File: config.mk
export PLATFORM = sky130hd
export DESIGN_NAME = src_control_unit
export DESIGN_NICKNAME = d
export VERILOG_FILES = /design/src/rtl/src_ctl_pkg.sv /design/src/rtl/src_op_decode.sv /design/src/rtl/src_control_unit.sv
export SDC_FILE = /design/constraint.sdc
export NUM_CORES = 1
export LEC_CHECK = 0
export CORE_MARGIN = 4
export CORE_UTILIZATION = 43
export CTS_CLUSTER_SIZE = 24
export DETAILED_ROUTE_END_ITERATION = 10
export PLACE_DENSITY = 0.89
export SYNTH_ARGS = -nofsm -noshare
export SYNTH_HDL_FRONTEND = slang
export SYNTH_HIERARCHICAL = 1
export SYNTH_SLANG_ARGS = --single-unit
File: constraint.sdc
create_clock -name clock -period 2.5 [get_ports clock]
set_input_delay 0.25 -clock clock [delete_from_list [all_inputs] [get_ports clock]]
set_output_delay 0.25 -clock clock [all_outputs]
set_load 0.05 [all_outputs]
File: src/rtl/src_ctl_pkg.sv
// Shared encodings for the Mini-SRC hardwired control unit: opcodes, ALU
// functions, bus driver selects, load-enable bit positions, FSM phases and
// the instruction classes the FSM switches on.
package src_ctl_pkg;

  localparam int OP_W  = 5;
  localparam int LD_W  = 12;
  localparam int BUS_W = 4;
  localparam int ALU_W = 5;

  typedef enum logic [OP_W-1:0] {
    OP_LD   = 5'b00000, OP_LDI, OP_ST,
    OP_ADD, OP_SUB, OP_AND, OP_OR, OP_SHR, OP_SHRA, OP_SHL, OP_ROR, OP_ROL,
    OP_ADDI, OP_ANDI, OP_ORI,
    OP_MUL, OP_DIV, OP_NEG, OP_NOT,
    OP_BRX, OP_JR, OP_JAL, OP_IN, OP_OUT, OP_MFHI, OP_MFLO,
    OP_NOP, OP_HALT
  } opcode_e;

  typedef enum logic [ALU_W-1:0] {
    ALU_ADD = 5'd0, ALU_SUB, ALU_AND, ALU_OR, ALU_SHR, ALU_SHRA, ALU_SHL,
    ALU_ROR, ALU_ROL, ALU_MUL, ALU_DIV, ALU_NEG, ALU_NOT
  } alu_e;

  localparam logic [BUS_W-1:0] BUS_NONE   = 4'd0;
  localparam logic [BUS_W-1:0] BUS_PC     = 4'd1;
  localparam logic [BUS_W-1:0] BUS_ZLO    = 4'd2;
  localparam logic [BUS_W-1:0] BUS_ZHI    = 4'd3;
  localparam logic [BUS_W-1:0] BUS_MDR    = 4'd4;
  localparam logic [BUS_W-1:0] BUS_REG    = 4'd5;
  localparam logic [BUS_W-1:0] BUS_C      = 4'd6;
  localparam logic [BUS_W-1:0] BUS_HI     = 4'd7;
  localparam logic [BUS_W-1:0] BUS_LO     = 4'd8;
  localparam logic [BUS_W-1:0] BUS_INPORT = 4'd9;

  localparam int LD_PC         = 0;
  localparam int LD_IR         = 1;
  localparam int LD_MAR        = 2;
  localparam int LD_MDR        = 3;
  localparam int LD_Y          = 4;
  localparam int LD_Z          = 5;
  localparam int LD_HI         = 6;
  localparam int LD_LO         = 7;
  localparam int LD_CON        = 8;
  localparam int LD_OUTPORT    = 9;
  localparam int LD_INC_PC     = 10;
  localparam int LD_MDR_MEMSEL = 11;

  typedef enum logic [3:0] {T0, T1, T2, T3, T4, T5, T6, T7, HALT} state_e;

  // Instruction classes (bit positions of the one-hot class vector)
  localparam int CLS_LD     = 0;
  localparam int CLS_LDI    = 1;
  localparam int CLS_ST     = 2;
  localparam int CLS_ALU    = 3;
  localparam int CLS_IMM    = 4;
  localparam int CLS_MULDIV = 5;
  localparam int CLS_NEGNOT = 6;
  localparam int CLS_BRX    = 7;
  localparam int CLS_JR     = 8;
  localparam int CLS_JAL    = 9;
  localparam int CLS_IN     = 10;
  localparam int CLS_OUT    = 11;
  localparam int CLS_MFHI   = 12;
  localparam int CLS_MFLO   = 13;
  localparam int CLS_NOP    = 14;
  localparam int CLS_HALT   = 15;
  localparam int NCLS       = 16;

  // ALU function implied by an opcode; everything address-like adds.
  function automatic alu_e alu_of(logic [OP_W-1:0] op);
    case (op)
      OP_SUB:          return ALU_SUB;
      OP_AND, OP_ANDI: return ALU_AND;
      OP_OR,  OP_ORI:  return ALU_OR;
      OP_SHR:          return ALU_SHR;
      OP_SHRA:         return ALU_SHRA;
      OP_SHL:          return ALU_SHL;
      OP_ROR:          return ALU_ROR;
      OP_ROL:          return ALU_ROL;
      OP_MUL:          return ALU_MUL;
      OP_DIV:          return ALU_DIV;
      OP_NEG:          return ALU_NEG;
      OP_NOT:          return ALU_NOT;
      default:         return ALU_ADD;
    endcase
  endfunction

endpackage

File: src/rtl/src_op_decode.sv
// Opcode to one-hot instruction class. Halt and every unassigned opcode
// land in the HALT class so the FSM parks on anything it cannot execute.
module src_op_decode
  import src_ctl_pkg::*;
(
  input  logic [OP_W-1:0] op_i,
  output logic [NCLS-1:0] cls_o
);

  // Pure lookup; exactly one class bit is always set.
  always_comb begin
    cls_o = '0;
    case (op_i)
      OP_LD:                    cls_o[CLS_LD]     = 1'b1;
      OP_LDI:                   cls_o[CLS_LDI]    = 1'b1;
      OP_ST:                    cls_o[CLS_ST]     = 1'b1;
      OP_ADD, OP_SUB, OP_AND, OP_OR, OP_SHR, OP_SHRA, OP_SHL, OP_ROR, OP_ROL:
                                cls_o[CLS_ALU]    = 1'b1;
      OP_ADDI, OP_ANDI, OP_ORI: cls_o[CLS_IMM]    = 1'b1;
      OP_MUL, OP_DIV:           cls_o[CLS_MULDIV] = 1'b1;
      OP_NEG, OP_NOT:           cls_o[CLS_NEGNOT] = 1'b1;
      OP_BRX:                   cls_o[CLS_BRX]    = 1'b1;
      OP_JR:                    cls_o[CLS_JR]     = 1'b1;
      OP_JAL:                   cls_o[CLS_JAL]    = 1'b1;
      OP_IN:                    cls_o[CLS_IN]     = 1'b1;
      OP_OUT:                   cls_o[CLS_OUT]    = 1'b1;
      OP_MFHI:                  cls_o[CLS_MFHI]   = 1'b1;
      OP_MFLO:                  cls_o[CLS_MFLO]   = 1'b1;
      OP_NOP:                   cls_o[CLS_NOP]    = 1'b1;
      default:                  cls_o[CLS_HALT]   = 1'b1;
    endcase
  end

endmodule

File: src/rtl/src_control_unit.sv
// Hardwired control FSM for the 3-bus Mini-SRC datapath. Fetch runs T0..T2,
// execute runs T3..T7 by instruction class. Outputs are decoded from the
// current phase and opcode; memory phases stall until mem_ready.
module src_control_unit
  import src_ctl_pkg::*;
#(
  parameter int OPW      = OP_W,
  parameter int NLD      = LD_W,
  parameter int BUS_SELW = BUS_W
) (
  input  logic                clock,
  input  logic                reset_n,
  input  logic                stop,
  input  logic                con_ff,
  input  logic                mem_ready,
  input  logic [31:0]         ir,
  output logic                run,
  output logic                gra,
  output logic                grb,
  output logic                grc,
  output logic                rin,
  output logic                rout,
  output logic                ba_out,
  output logic [BUS_SELW-1:0] bus_src,
  output logic [NLD-1:0]      ld_en,
  output logic [ALU_W-1:0]    alu_op,
  output logic                mem_read,
  output logic                mem_write
);

  state_e          state_q, state_d;
  logic            armed_q;   // low from reset until the first edge after release
  logic            done_c;    // last phase of the current instruction
  logic [OPW-1:0]  opcode;
  logic [NCLS-1:0] cls;
  alu_e            op_alu;

  assign opcode = ir[31:27];
  assign op_alu = alu_of(opcode);
  assign run    = (state_q != HALT);

  // Register fields and the constant are consumed by the datapath's
  // select/encode and sign-extend logic, not here.
  logic unused_ir;
  assign unused_ir = ^ir[26:0];

  src_op_decode u_dec (
    .op_i  (opcode),
    .cls_o (cls)
  );

  // Phase register; reset parks in T0 with outputs gated off for one edge.
  always_ff @(posedge clock or negedge reset_n) begin
    if (!reset_n) begin
      state_q <= T0;
      armed_q <= 1'b0;
    end else begin
      state_q <= state_d;
      armed_q <= 1'b1;
    end
  end

  // Next phase and control strobes from {phase, instruction class}.
  always_comb begin
    state_d   = state_q;
    done_c    = 1'b0;
    gra       = 1'b0;
    grb       = 1'b0;
    grc       = 1'b0;
    rin       = 1'b0;
    rout      = 1'b0;
    ba_out    = 1'b0;
    bus_src   = BUS_NONE;
    ld_en     = '0;
    alu_op    = ALU_ADD;
    mem_read  = 1'b0;
    mem_write = 1'b0;

    case (state_q)
      T0: begin
        bus_src = BUS_PC;
        ld_en[LD_MAR] = 1'b1; ld_en[LD_INC_PC] = 1'b1; ld_en[LD_Z] = 1'b1;
        state_d = T1;
      end
      T1: begin
        bus_src = BUS_ZLO; mem_read = 1'b1;
        ld_en[LD_PC] = 1'b1; ld_en[LD_MDR_MEMSEL] = 1'b1; ld_en[LD_MDR] = 1'b1;
        if (mem_ready) state_d = T2;
      end
      T2: begin
        bus_src = BUS_MDR; ld_en[LD_IR] = 1'b1;
        state_d = T3;
      end
      HALT: state_d = HALT;
      default: begin
        unique case (1'b1)
          cls[CLS_ALU], cls[CLS_IMM]: begin
            case (state_q)
              T3: begin grb = 1'b1; rout = 1'b1; ld_en[LD_Y] = 1'b1; state_d = T4; end
              T4: begin
                if (cls[CLS_IMM]) bus_src = BUS_C;
                else begin grc = 1'b1; rout = 1'b1; end
                alu_op = op_alu; ld_en[LD_Z] = 1'b1; state_d = T5;
              end
              default: begin bus_src = BUS_ZLO; gra = 1'b1; rin = 1'b1; done_c = 1'b1; end
            endcase
          end
          cls[CLS_NEGNOT]: begin
            if (state_q == T3) begin
              grb = 1'b1; rout = 1'b1; alu_op = op_alu; ld_en[LD_Z] = 1'b1; state_d = T4;
            end else begin
              bus_src = BUS_ZLO; gra = 1'b1; rin = 1'b1; done_c = 1'b1;
            end
          end
          cls[CLS_MULDIV]: begin
            case (state_q)
              T3: begin gra = 1'b1; rout = 1'b1; ld_en[LD_Y] = 1'b1; state_d = T4; end
              T4: begin
                grb = 1'b1; rout = 1'b1; alu_op = op_alu; ld_en[LD_Z] = 1'b1; state_d = T5;
              end
              T5: begin bus_src = BUS_ZLO; ld_en[LD_LO] = 1'b1; state_d = T6; end
              default: begin bus_src = BUS_ZHI; ld_en[LD_HI] = 1'b1; done_c = 1'b1; end
            endcase
          end
          cls[CLS_LD], cls[CLS_LDI], cls[CLS_ST]: begin
            case (state_q)
              T3: begin grb = 1'b1; ba_out = 1'b1; ld_en[LD_Y] = 1'b1; state_d = T4; end
              T4: begin bus_src = BUS_C; ld_en[LD_Z] = 1'b1; state_d = T5; end
              T5: begin
                bus_src = BUS_ZLO;
                if (cls[CLS_LDI]) begin gra = 1'b1; rin = 1'b1; done_c = 1'b1; end
                else begin ld_en[LD_MAR] = 1'b1; state_d = T6; end
              end
              T6: begin
                if (cls[CLS_ST]) begin
                  gra = 1'b1; rout = 1'b1; ld_en[LD_MDR] = 1'b1; state_d = T7;
                end else begin
                  mem_read = 1'b1; ld_en[LD_MDR_MEMSEL] = 1'b1; ld_en[LD_MDR] = 1'b1;
                  if (mem_ready) state_d = T7;
                end
              end
              default: begin
                if (cls[CLS_ST]) begin
                  mem_write = 1'b1;
                  if (mem_ready) done_c = 1'b1;
                end else begin
                  bus_src = BUS_MDR; gra = 1'b1; rin = 1'b1; done_c = 1'b1;
                end
              end
            endcase
          end
          cls[CLS_BRX]: begin
            case (state_q)
              T3: begin gra = 1'b1; rout = 1'b1; ld_en[LD_CON] = 1'b1; state_d = T4; end
              T4: begin bus_src = BUS_PC; ld_en[LD_Y] = 1'b1; state_d = T5; end
              T5: begin bus_src = BUS_C; ld_en[LD_Z] = 1'b1; state_d = T6; end
              default: begin bus_src = BUS_ZLO; ld_en[LD_PC] = con_ff; done_c = 1'b1; end
            endcase
          end
          cls[CLS_JR]: begin gra = 1'b1; rout = 1'b1; ld_en[LD_PC] = 1'b1; done_c = 1'b1; end
          cls[CLS_JAL]: begin
            // T3 saves the return address into r15 (select logic maps grb to r15)
            if (state_q == T3) begin
              bus_src = BUS_PC; grb = 1'b1; rin = 1'b1; state_d = T4;
            end else begin
              gra = 1'b1; rout = 1'b1; ld_en[LD_PC] = 1'b1; done_c = 1'b1;
            end
          end
          cls[CLS_MFHI]: begin bus_src = BUS_HI; gra = 1'b1; rin = 1'b1; done_c = 1'b1; end
          cls[CLS_MFLO]: begin bus_src = BUS_LO; gra = 1'b1; rin = 1'b1; done_c = 1'b1; end
          cls[CLS_IN]:   begin bus_src = BUS_INPORT; gra = 1'b1; rin = 1'b1; done_c = 1'b1; end
          cls[CLS_OUT]:  begin gra = 1'b1; rout = 1'b1; ld_en[LD_OUTPORT] = 1'b1; done_c = 1'b1; end
          cls[CLS_NOP]:  done_c = 1'b1;
          default:       state_d = HALT;
        endcase
      end
    endcase

    // A register-file driver always owns the bus.
    if (rout || ba_out) bus_src = BUS_REG;

    // stop only takes effect between instructions.
    if (done_c) state_d = stop ? HALT : T0;

    if (!armed_q) begin
      state_d   = T0;
      gra       = 1'b0;
      grb       = 1'b0;
      grc       = 1'b0;
      rin       = 1'b0;
      rout      = 1'b0;
      ba_out    = 1'b0;
      bus_src   = BUS_NONE;
      ld_en     = '0;
      alu_op    = ALU_ADD;
      mem_read  = 1'b0;
      mem_write = 1'b0;
    end
  end

endmodule

Yosys cells after proc, flatten, opt, wreduce, memory -nomap -nowiden
Memory sizes are Yosys's and may differ from the RTL's.
Index checks and enable logic that the tools add are counted.
{ "word_totals": {"reg_bits": 5, "romBits": 128, "input_bits": 37, "output_inout_bits": 30, "memories": 1} }
{ "op_classes": {"eq_ne": 42, "mux": 112, "reduce_logical": 28} }
{ "mem_list": {"columns": ["memory", "words", "word_bits", "read_ports", "rd_ports_with_merged_regs", "write_ports", "line_no", "text"], "rows": [
  ["(no name shown)", 32, 4, 1, 0, 0, "src_ctl_pkg.sv:72", "case (op)"]
]} }
{ "ops": {"columns": ["cell", "count"], "rows": [
  ["$mux W1", 62],
  ["$eq A5 B5 Y1 const B", 11],
  ["$pmux W4 S4", 3],
  ["$mux W4", 11],
  ["$eq A5 B4 Y1 const B", 8],
  ["$pmux W4 S9", 1],
  ["$ne A9 B9 Y1 const B", 3],
  ["$reduce_or A3 Y1", 8],
  ["$eq A5 B3 Y1 const B", 4],
  ["$mux W5", 4],
  ["$pmux W1 S2", 10],
  ["$pmux W4 S5", 1],
  ["$pmux W3 S3", 2],
  ["$reduce_or A2 Y1", 9],
  ["$pmux W1 S5", 3],
  ["$eq A4 B3 Y1 const B", 3],
  ["$mux W12", 1],
  ["$pmux W4 S3", 1],
  ["$reduce_or A6 Y1", 2],
  ["$ne A11 B10 Y1 const B", 1],
  ["$eq A5 B2 Y1 const B", 2],
  ["$ne A10 B2 Y1 const B", 1],
  ["$pmux W5 S2", 1],
  ["$pmux W1 S3", 3],
  ["other kinds (21)", 27]
]} }

Logic depth before layout (Yosys ltp)
{ "logic_depth": {"ltp_word": 10, "mapped_depth": 9} }

Cells and area by module
The synthesis kept the hierarchy.
{ "by_module_without_submodules": {"columns": ["module", "instances", "cells_each", "area_per_inst_um2", "seq_area_each_um2"], "rows": [
  ["src_control_unit", 1, 209, 1323.8, 125.1],
  ["src_op_decode", 1, 28, 147.6, 0.0]
]} }

Worst setup path after synthesis
Ideal clock, no wire load.
{ "synth_path": {"kind": "input to output", "start": "in ir[30]", "end": "out bus_src[1]", "arrival_time_ns": 2.897, "t_required_ns": 2.250, "slack_ns": -0.647, "path_stages": 9, "n_path_buf": 1, "cell_sequence": "or3b_1 o32ai_1 clkbuf_1 nor4_1 and3_1 a21o_1 a21oi_1 a21oi_1 nor3b_1"} }
{ "synth_between": {"word_cells_on_any_way": 63, "cone_classes": "eq/ne (25); mux (28); reduce/logical (10)"} }
{ "synth_rtl": {"columns": ["element", "line_no", "text"], "rows": [
  ["start: declaration", "src_control_unit.sv:16", "input logic [31:0] ir,"],
  ["$eq A5 B4 Y1 / $eq A5 B5 Y1 (equally long branches)", null, null],
  ["$reduce_or A2 Y1 *", "src_op_decode.sv:13", "case (op_i)"],
  ["$mux W1 *", "src_op_decode.sv:13", null],
  ["named net cls[5]", "src_control_unit.sv:35", "logic [NCLS-1:0] cls;"],
  ["branches (longest 3 deep; another with $pmux W4 S9)", null, null],
  ["$mux W4 *", "src_control_unit.sv:180", "if (rout || ba_out) bus_src = BUS_REG;"],
  ["$mux W4 *", "src_control_unit.sv:185", "if (!armed_q) begin"],
  ["end: declaration", "src_control_unit.sv:24", "output logic [BUS_SELW-1:0] bus_src,"]
]} }
Mark *: on every way through the listed nets, which the timed path passes.

Final worst setup path
{ "layout_path": {"start": "reg state_q[1]", "end": "out rin"} }
{ "layout_between": {"elab_chain_len": 6, "word_cells_on_any_way": 18, "cone_classes": "eq/ne (7); mux (7); reduce/logical (4)"} }
{ "layout_rtl": {"columns": ["element", "line_no", "text"], "rows": [
  ["start: declaration", "src_control_unit.sv:31", "state_e state_q, state_d;"],
  ["start signal: assignment", "src_control_unit.sv:58", "state_q <= state_d;"],
  ["$eq A4 B2 Y1, or another cell as far along", null, null],
  ["$reduce_or A3 Y1 (no source line) / $reduce_or A2 Y1 (equally long branches)", null, null],
  ["$pmux W1 S2 / $mux W1 (equally long branches)", "src_control_unit.sv:126, src_control_unit.sv:98", null],
  ["$pmux W1 S5", "src_control_unit.sv:96", "unique case (1'b1)"],
  ["$mux W1 *", "src_control_unit.sv:79", "case (state_q)"],
  ["$mux W1 *", "src_control_unit.sv:185", null],
  ["end: declaration", "src_control_unit.sv:21", "output logic rin,"]
]} }
Mark *: on every way between the ends. The rest lies on a longest branch, timed or not.

==> impl_metrics.toml <==
[clocking]
cts_made_buffers = 3
clkSinkCount = 5
cts.clk_slew.worst_paths_ns = 0.07
htree_levels = 1
cts-root-buf = "clkbuf_4"
cts_tree = "built"
cts_hold_buffers = 0
cts.path.max_buffers = 2
clk_latency_ns = 0.27

[worst_setup_path]
cpPeakStageDelay_ns = 0.49
path_delay_family = "compound AO/OA/AOI/OAI gates"
critPathMaxFanout = 9
timing.rr.end = "state_q[3]"
cp_num_cells = 7
worstRegToRegCells = 7
end_kind = "primary output"
rrSetupSlack_ns = -0.01
crit_slowest_cell = "dfrtp_2"
path_buf_inv = 2
r2r_start = "state_q[1]"
path_class = "flip-flop to primary output"
crit_chain = "and4bb_4, buf_4, a21o_1, o21ai_0, a22oi_2, a31oi_2, buf_12"
crit_required_ns = 2.25
crit_path_start_kind = "flip-flop"
arrival_ns = 2.48

[yosys]
syn_nets = 275
yosys_warnings = 6
syn_inst = 234
syn-cell-area_um2 = 1460
postSynthAreaPerCell_um2 = 6.23

[grt]
grt_pass1_wl_um = 11600
grt_antenna_before_repair = 2
grt_pass1_vias = 2380
grt.total_usage_pct = 33.7
grt_overflow = 0
grt_max_degree = 15

[routing]
wirelength_um = 10700
met3_length_um = 1680
wl_met2_um = 4480
wl_per_cell_um = 27.9
vias_per_cell = 7.51
route.detailed.drc = 68
dr.pass1.iters = 11
drtIter0Drc = 697
route.vias.total = 2868
met1_length_um = 3260
drtAntennaViolNets = 0
top_layer_used = "met5"

[sta]
final_hold_viol_count = 0
slew_headroom_pct = 55.5
rsz0062_at_grt = "yes"
finalSetupViolations = 12
fin_tns_setup_ns = -1.41
drv_slew = 0
worst_clock_skew_ns = 0.0185
hold_ws_ns = 0.220
period_minus_slack_ns = 2.73
fin_ws_ns = -0.233
fmax_ghz = 0.366
fin_crit_sh_pct = 109
worst_slew_pin_slew_ns = 0.661

[floorplan]
initial_utilization_pct = 46.3
die_h_um = 66.2
die_w_um = 66.2
die_area_um2 = 4390
core_area_um2 = 3150
rows = 20
io_pins = 67

[final_layout]
postLayoutCoreUtil_pct = 92.7
areaGrowthSynthToFinish_pct = 100
n_antenna_cell = 0
design_area_um2 = 2920
nets = 380
drive_gt1_share_pct = 50.0
fin_cells = 382

[power_and_ir_drop]
powerDensity_nw_per_um2 = 673
p_leak_nw = 1.24
worst_ir_drop_vdd_mv = 0.773
power.total_mw = 1.97

[min_path]
hold_class = "input pin to async pin"

[placement]
io_buffers = 38
place.gp.congestion = 1.09
dp_worst_setup_slack_ns = -0.472
placed_cells = 356
place_area_um2 = 2500
dpl.hpwl_um = 4810

[job]
drv_cap = 0

[status]
status = "finished with violations"
violations = "design-rule violations, negative setup slack"
-- metal layers --
layer	track usage (%)	vias up
li1	-	1062
met1	38.8	1240
met2	54.6	401
met3	9.01	163
met4	21.3	2
met5	0	-
-- placed cells by master, fill, tap and decap left out, types with 3 or more instances in the layout --
| cell type | count |
|---|---|
| a21o_1 | 3 |
| o31a_1 | 3 |
| nand2_1 | 18 |
| nor2_2 | 10 |
| or3_1 | 3 |
| nand2_2 | 3 |
| buf_6 | 7 |
| buf_12 | 26 |
| clkbuf_4 | 3 |
| ha_1 | 4 |
| a211oi_2 | 3 |
| clkdlybuf4s50_1 | 5 |
| buf_4 | 71 |
| a21oi_1 | 13 |
| o21ai_0 | 18 |
| nand3_1 | 10 |
| a21oi_2 | 5 |
| dfrtp_2 | 4 |
| nor2b_1 | 6 |
| and2_1 | 6 |
| inv_1 | 9 |
| nor3_1 | 8 |
| nor2_1 | 25 |
| buf_2 | 5 |
| and3_1 | 4 |
| a31oi_1 | 4 |
-- worst register-to-register path, delay by kind of cell (launching register included) --
family	cells	cell delay, ns
AO/OA/AOI/OAI	3	1.17
AND/OR/NAND/NOR	3	0.58
flip-flops	1	0.49
buffers and inverters	1	0.16
-- report_power, final --
part | leakage, nW | internal [mW] | switching [mW]
sequential | 0.0590 | 0.107 | 0.0685
combinational | 1.17 | 0.693 | 0.983
clock | 0.0150 | 0.0614 | 0.0533
total | 1.24 | 0.862 | 1.10
-- worst max path at each step --
stage | slack [ns] | startpoint | end
floorplan | -0.06 | ir[28] | bus_src[3]
global placement | -0.37 | ir[28] | bus_src[3]
detailed placement | -0.47 | ir[28] | state_q[0]
CTS | 0.006 | ir[31] | bus_src[1]
global route | -0.33 | state_q[3] | bus_src[2]
finish | -0.23 | state_q[1] | rin
-- registers in the layout (all words and copies together) (netlist names) --
register / count
armed_q: 1
state_q: 4
-- final cells by class --
class | instances | area [um2]
fillers | 113 | 230
well taps | 44 | 55.1
inverters | 9 | 33.8
flip-flops and latches | 5 | 130
clock buffers | 4 | 26.3
multi-input cells | 205 | 1470
repair buffers | 115 | 1210
-- repair_timing --
item                       CTS  global route
pin swaps                    4            12
setup endpoints to repair   24            23
buffers inserted             7            15
resized for setup           40            40
Power figures use the tool's default switching activity.
